==> src/rtl/final_project_score_keeper_pkg.sv <==
// Shared constants for the score keeper: FSM encodings, streak thresholds,
// point values and the score ceiling.
package final_project_score_keeper_pkg;

    localparam logic [1:0] ST_IDLE      = 2'd0;
    localparam logic [1:0] ST_PLAYING   = 2'd1;
    localparam logic [1:0] ST_GAME_OVER = 2'd2;

    localparam logic [3:0] STREAK_T1  = 4'd4;
    localparam logic [3:0] STREAK_T2  = 4'd8;
    localparam logic [3:0] STREAK_MAX = 4'd15;

    localparam logic [7:0] PTS_LO    = 8'd1;
    localparam logic [7:0] PTS_MID   = 8'd2;
    localparam logic [7:0] PTS_HI    = 8'd3;
    localparam logic [7:0] SCORE_MAX = 8'd127;

    // Points awarded for a hit, chosen by the streak before it increments.
    function automatic logic [7:0] hit_points(input logic [3:0] streak);
        if (streak >= STREAK_T2)      return PTS_HI;
        else if (streak >= STREAK_T1) return PTS_MID;
        else                          return PTS_LO;
    endfunction

endpackage

==> src/rtl/final_project_score_keeper_edge_detect.sv <==
// Rising-edge detector; the history flop resets high so a level held through
// reset does not register as an event.
module final_project_edge_detect (
    input  logic clk,
    input  logic rst,
    input  logic in,
    output logic rise
);
    logic prev;

    always_ff @(posedge clk or negedge rst) begin
        if (!rst) prev <= 1'b1;
        else      prev <= in;
    end

    assign rise = in & ~prev;
endmodule

==> src/rtl/final_project_score_keeper.sv <==
// Score datapath and round controller: streak-weighted saturating score,
// round timer, lives, and session high score.
module final_project_score_keeper
    import final_project_score_keeper_pkg::*;
#(
    parameter int TICKS_PER_SEC = 50_000_000,
    parameter int ROUND_SECONDS = 30,
    parameter int START_LIVES   = 3
) (
    input  logic       clk,
    input  logic       rst,
    input  logic       start,
    input  logic       hit,
    input  logic       miss,
    output logic [6:0] score,
    output logic [6:0] high_score,
    output logic [5:0] time_left,
    output logic [1:0] lives,
    output logic       playing,
    output logic       game_over
);
    localparam int             PW       = $clog2(TICKS_PER_SEC);
    localparam logic [PW-1:0]  PRE_LAST = PW'(TICKS_PER_SEC - 1);

    logic          start_ev, hit_ev, miss_ev;
    logic [1:0]    state, state_n;
    logic [3:0]    streak, streak_n;
    logic [PW-1:0] presc, presc_n;
    logic [6:0]    score_n;
    logic [5:0]    tl_n;
    logic [1:0]    lives_n;
    logic [7:0]    sum;
    logic          go_first;

    final_project_edge_detect u_start (.clk(clk), .rst(rst), .in(start), .rise(start_ev));
    final_project_edge_detect u_hit   (.clk(clk), .rst(rst), .in(hit),   .rise(hit_ev));
    final_project_edge_detect u_miss  (.clk(clk), .rst(rst), .in(miss),  .rise(miss_ev));

    assign sum = {1'b0, score} + hit_points(streak);

    always_comb begin
        state_n  = state;
        score_n  = score;
        streak_n = streak;
        lives_n  = lives;
        tl_n     = time_left;
        presc_n  = presc;
        case (state)
            ST_PLAYING: begin
                // A miss on the same edge as a hit swallows the hit.
                if (miss_ev) begin
                    streak_n = 4'd0;
                    lives_n  = lives - 2'd1;
                end else if (hit_ev) begin
                    streak_n = (streak == STREAK_MAX) ? streak : streak + 4'd1;
                    score_n  = (sum > SCORE_MAX) ? SCORE_MAX[6:0] : sum[6:0];
                end
                if (presc == PRE_LAST) begin
                    presc_n = '0;
                    tl_n    = time_left - 6'd1;
                end else begin
                    presc_n = presc + 1'b1;
                end
                if (lives_n == 2'd0 || tl_n == 6'd0) state_n = ST_GAME_OVER;
            end
            default: begin
                if (start_ev) begin
                    state_n  = ST_PLAYING;
                    score_n  = 7'd0;
                    streak_n = 4'd0;
                    lives_n  = 2'(START_LIVES);
                    tl_n     = 6'(ROUND_SECONDS);
                    presc_n  = '0;
                end
            end
        endcase
    end

    always_ff @(posedge clk or negedge rst) begin
        if (!rst) begin
            state      <= ST_IDLE;
            score      <= 7'd0;
            streak     <= 4'd0;
            lives      <= 2'(START_LIVES);
            time_left  <= 6'(ROUND_SECONDS);
            presc      <= '0;
            high_score <= 7'd0;
            go_first   <= 1'b0;
            playing    <= 1'b0;
            game_over  <= 1'b0;
        end else begin
            state     <= state_n;
            score     <= score_n;
            streak    <= streak_n;
            lives     <= lives_n;
            time_left <= tl_n;
            presc     <= presc_n;
            go_first  <= (state_n == ST_GAME_OVER) && (state != ST_GAME_OVER);
            playing   <= (state_n == ST_PLAYING);
            game_over <= (state_n == ST_GAME_OVER);
            // Score is frozen in GAME_OVER, so the first cycle there sees the final value.
            if (go_first && score > high_score) high_score <= score;
        end
    end
endmodule
==> config.mk <==
export PLATFORM = sky130hd
export DESIGN_NAME = final_project_score_keeper
export DESIGN_NICKNAME = d
export VERILOG_FILES = /design/src/rtl/final_project_score_keeper_pkg.sv /design/src/rtl/final_project_score_keeper_edge_detect.sv /design/src/rtl/final_project_score_keeper.sv
export SDC_FILE = /design/constraint.sdc
export NUM_CORES = 1
export LEC_CHECK = 0
export ABC_AREA = 1
export BUFFER_PORTS_ARGS = -buffer_cell sky130_fd_sc_hd__buf_2
export CELL_PAD_IN_SITES_DETAIL_PLACEMENT = 2
export CELL_PAD_IN_SITES_GLOBAL_PLACEMENT = 2
export CORE_MARGIN = 1.5
export CORE_UTILIZATION = 38
export DETAILED_ROUTE_END_ITERATION = 12
export PLACE_DENSITY_LB_ADDON = 0.1
export SLEW_MARGIN = 5
export SYNTH_ARGS = -nofsm -noshare
export SYNTH_HDL_FRONTEND = slang
export SYNTH_SLANG_ARGS = --single-unit
==> constraint.sdc <==
create_clock -name clk -period 4.3 [get_ports clk]
set_input_delay 0.645 -clock clk [delete_from_list [all_inputs] [get_ports clk]]
set_output_delay 0.645 -clock clk [all_outputs]
set_load 0.02 [all_outputs]
Word-level counts from Yosys, hierarchy flattened
Cells that the tools add are included.
- bits in registers: 60
- bits in latches: 0
- RAM bits: 0
- bits in read-only memories: 0
- bits of input ports: 5
- output and inout bits: 24
- logic and storage cells: 72
- memories: 0
- add/sub/neg operators: 5
- $mul: 0
- divide/modulo/power cells: 0
- $lt $le $gt $ge: 4
- equal/unequal tests: 10
- shifts and indexed selects: 0
- multiplexer cells: 26
- bitwise gates (word level): 6
- reduce and logical (&&, ||, !) cells: 8
- operators with widths (kind ; count):
    $mux 26 ; 3
    $mux 7 ; 5
    $add 26x1->26 const B ; 1
    $eq 26x26->1 const B ; 1
    $mux 6 ; 4
    $mux 4 ; 5
    $mux 2 ; 8
    $add 7x8->8 ; 1
    $gt 8x7->1 const B ; 1
    $mux 8 ; 1
    $gt 7x7->1 ; 1
    $logic_not 6->1 ; 1
    $ne 2x2->1 const B ; 3
    $ne 3x3->1 const B ; 2
    $reduce_and 3->1 ; 2
    $sub 6x1->6 const B ; 1
    $add 4x1->4 const B ; 1
    $eq 2x1->1 const B ; 2
    $eq 4x4->1 const B ; 1
    $ge 4x3->1 const B ; 1
    $ge 4x4->1 const B ; 1
    $and 1x1->1 ; 3
    $not 1->1 ; 3
    $eq 2x2->1 const B ; 1
    5 further kinds ; 6

Logic depth before layout (Yosys ltp)
- depth in word-level cells: 10
- depth in mapped cells: 13
- mapped depth without buffers: 13

Cells and area by module
A second synthesis with hierarchy kept.
- cell total of the unflattened synthesis: 448
- area, all modules: 3523.4 µm²
- by module, submodules not included (module ; times used ; cells an instance ; area each (µm²) ; sequential area each (µm²)):
    final_project_score_keeper ; 1 ; 439 ; 3414.5 ; 1433.9
    final_project_edge_detect ; 3 ; 3 ; 36.3 ; 26.3

Worst setup path after synthesis
No wires, ideal clock.
- kind: register to register
- from: register score[0]
- to: register score[6]
- library setup time: 0.136 ns
- arrival: 1.764 ns
- required time: 4.164 ns
- path slack: 2.400 ns
- cell stages (with the launch flop): 11
- path buffers: 0
- period minus slack after synthesis: 1.900 ns
- path through: dfrtp_1 ha_1 inv_1 fa_1 inv_1 nand2_1 nor3_1 nand2_1 xor2_1 o21ai_0 o21ai_0
- longest elaborated chain between the ends: 6
- ends and longest elaborated chain (what ; RTL line ; source):
    start, declared ; final_project_score_keeper.sv:15 ; output logic [6:0] score,
    start signal, assigned ; final_project_score_keeper.sv:93 ; score <= score_n;
    $add 7x8->8 (*) ; final_project_score_keeper.sv:39 ; assign sum = {1'b0, score} + hit_points(streak);
    $gt 8x7->1 ; final_project_score_keeper.sv:56 ; score_n = (sum > SCORE_MAX) ? SCORE_MAX[6:0] : sum[6:0];
    $mux 7 (*) ; final_project_score_keeper.sv:56 ;
    $mux 7 (*) ; final_project_score_keeper.sv:54 ; end else if (hit_ev) begin
    $mux 7 (*) ; final_project_score_keeper.sv:51 ; if (miss_ev) begin
    $mux 7 (*) ; final_project_score_keeper.sv:48 ; case (state)
Every way passes the cells marked *; elsewhere a longest branch is shown, timed or not. The select of a mux whose other input is x is not followed.
A chain may end at the register's enable or synchronous reset.

Final worst setup path
- from: register state[1]
- to: register score[2]
- longest elaborated chain between the ends: 3
- elaborated cells on any way between the ends: 6
- those cells by class: 3 x eq/ne; 1 x mux; 2 x reduce/logical
- ends and longest elaborated chain (what ; RTL line ; source):
    start, declared ; final_project_score_keeper.sv:26 ; logic [1:0] state, state_n;
    start signal, assigned ; final_project_score_keeper.sv:92 ; state <= state_n;
    $eq 2x1->1 (*) ; final_project_score_keeper.sv:48 ;
    $ne 2x2->1 (no line) or $reduce_bool 2->1 (tied branches) ; - ;
    $reduce_and 3->1 (no line) ; - ;
Every way passes the cells marked *; elsewhere a longest branch is shown, timed or not.

==> qor.csv <==
metric,value,unit
power.density,514,nW/µm²
clock_skew,12.2,ps
die_h,101,µm
drt_iter0_drc,73,
root_buffer,clkbuf_8,
irDropWorstVdd,0.000166,V
clk_pin_slew_worst_paths,80,ps
gp_congestion,0.768,
min_from,start,
gr-usage-all-layers,22.9,%
cp.arrival,2980,ps
cpPeakStageDelay,560,ps
dp_slack,1520,ps
r2r_slack,1530,ps
drv_cap,0,
synth_area_leader_cell,dfrtp_1,
period_minus_slack,2770,ps
rsz0062_at_grt,no,
initial_core_util,39.4,%
setup_viol,0,
cp_cell_sequence,"nor2_4, inv_2, nand2_2, inv_1, a21oi_1, o22ai_1",
max_slew.worst_pin.slew,828,ps
drv_slew,0,
die_x,101,µm
grt_antenna_before_repair,0,
route.detailed.drc,0,
drive_gt1_share,20.1,%
drt-pass1-iter-count,4,
hpwl,7970,µm
cts_tree,built,
status,"complete, no violations",
nFillCells,1084,
rr_worst_depth,6,
setup_tns,0,ps
hold_end,u_start.prev$_DFF_PN1_,
hold_buffers,0,
critPathLaunchType,flop,
ff_latch_area,1510,µm²
cts_made_buffers,9,
r2r_start,state[1]$_DFF_PN0_,
syn-cell-area,3640,µm²
grt_max_degree,61,
holdPathStages,1,
slowest_stage,a21oi_1,
syn_nets,481,
synthArstFlopShare,100,%
yosysWarningCount,0,
layout-area-overhead-vs-synth,13.9,%
syn_avg_cell_area,7.86,µm²
ys_seq_area_share,41.6,%
hold_violations,0,
clk_path_buf_depth,2,
core,9240,µm²
clk_latency,350,ps
ios,29,
syn_inst,463,
crit_fanout,25,
ant_nets,0,
synth_area_leaders,"dfrtp_1 35%, nand2_1 10%, dfstp_2 6.5%",
synth_top_area_share,35.1,%
max_freq,360,MHz
num_vias,3285,
ys.flop_type,dfrtp_1,
grt_pass1_wl,18000,µm
synth_cell_types,39,
hold_path.class,primary input to flop,
overflow,0,
wl_per_cell,16.7,µm
synth_enable_flop_cells,0,
port_buffers,28,
synth_seq_cells,60,
leakage,1.91,nW
postCtsSetupBuffers,0,
relSlewSlack,44.8,%
htreeDepth,3,
wl,10600,µm
path_class,flop to flop,
fin_ws,1530,ps
num_antenna_cells,0,
endpoint_kind,flop,
r2r_end,score[2]$_DFFE_PN0P_,
cts_resized,0,
die_area,10200,µm²
layout.nets,516,
cp.required,4500,ps
grt_pass1_vias,3700,
multi_input_area,1820,µm²
placementRows,35,
finalCritPeriodShare,64.5,%
viasPerCell,5.20,
cts_sinks,60,
[layout make-up]
type | instances | area share [%]
sequential | 60 | 36.5
timing repair buffer | 29 | 3.56
tap | 129 | 3.89
inverter | 73 | 6.61
clock inverter | 7 | 2.42
clock buffer | 9 | 2.99
multi-input combinational | 325 | 44.0
[flip-flops by register name, indices dropped and copies added, names as in the netlist]
register and cells:
streak 4, state 2, score 7, game_over 1, lives 2, go_first 1, u_hit.prev 1, presc 26
time_left 6, u_miss.prev 1, u_start.prev 1, high_score 7, playing 1
[routing by layer]
metal / up-vias / GRT usage [%] / share of wire (%)
li1: 1581 / - / -
met1: 1658 / 27.4 / 45
met2: 36 / 41.8 / 52
met3: 10 / 4.37 / 1.8
met4: 0 / 6.07 / 1.0
met5: - / 0 / 0
[cells in the final DEF, fill, tap and decap left out, drive strengths merged, types with 10 or more instances in the layout]
cell type	count
nand3	32
inv	72
a21oi	15
nor3	10
dfrtp	51
nor2	50
o21ai	45
nand2	110
o22ai	12
ha	12
buf	29
[how the worst max path moves through the flow]
stage                               startpoint                   end  slack (ps)  cells past startpoint
after floorplan           score[0]$_DFFE_PN0P_  score[6]$_DFFE_PN0P_        2400                     10
after detailed placement    state[1]$_DFF_PN0_  score[2]$_DFFE_PN0P_        1520                      6
after global routing        state[1]$_DFF_PN0_  score[1]$_DFFE_PN0P_        1280                      6
after CTS                   state[1]$_DFF_PN0_  score[2]$_DFFE_PN0P_        1480                      6
final                       state[1]$_DFF_PN0_  score[2]$_DFFE_PN0P_        1530                      6
after global placement      state[1]$_DFF_PN0_  score[0]$_DFFE_PN0P_        1740                      6
[cells in the mapped netlist, types with 9 or more instances]
library cell / n
o22ai_1: 12
xor2_1: 9
o21ai_0: 39
dfstp_2: 9
ha_1: 12
inv_1: 60
dfrtp_1: 51
nor2_1: 33
nand2_1: 100
nor3_1: 9
inv_2: 11
a21oi_1: 15
nand3_1: 27
[stage by stage]
| step | power (W) | util, % | instances | instance area (µm²) | hold slack (ps) |
|---|---|---|---|---|---|
| after floorplan | 0.00131 | - | 463 | 3640 | 349 |
| after global placement | 0.00150 | 42.4 | 616 | 3920 | 487 |
| after detailed placement | 0.00156 | 42.4 | 616 | 3920 | 498 |
| after CTS | 0.00216 | 44.8 | 632 | 4140 | 375 |
| after global routing | 0.00229 | 44.8 | 632 | 4140 | 366 |
| final | 0.00213 | 44.8 | 632 | 4140 | 392 |
[logic make-up (layout without fill, tap and decap cells)]
group           count (synthesis)  in the layout  synth area share, %
buf+inv                        78            118                 8.29
xor+xnor                       11             11                 2.65
compound gates                 84             84                 12.9
simple gates                  217            217                 29.9
flops                          60             60                 41.6
fa+ha+maj                      13             13                 4.68
[critical path, delay by kind of cell (launching register included)]
kind                   cells  cell delay [ps]
AOI/OAI and AO/OA          2              720
buffers and inverters      2              640
DFF                        1              420
and+or+nand+nor            2              840
[where the power goes]
group          switching [W]  internal (W)
sequential          0.000112      0.000680
clock               0.000258      0.000330
combinational       0.000521      0.000229
total               0.000891       0.00124
Power figures use the tool's default switching activity.
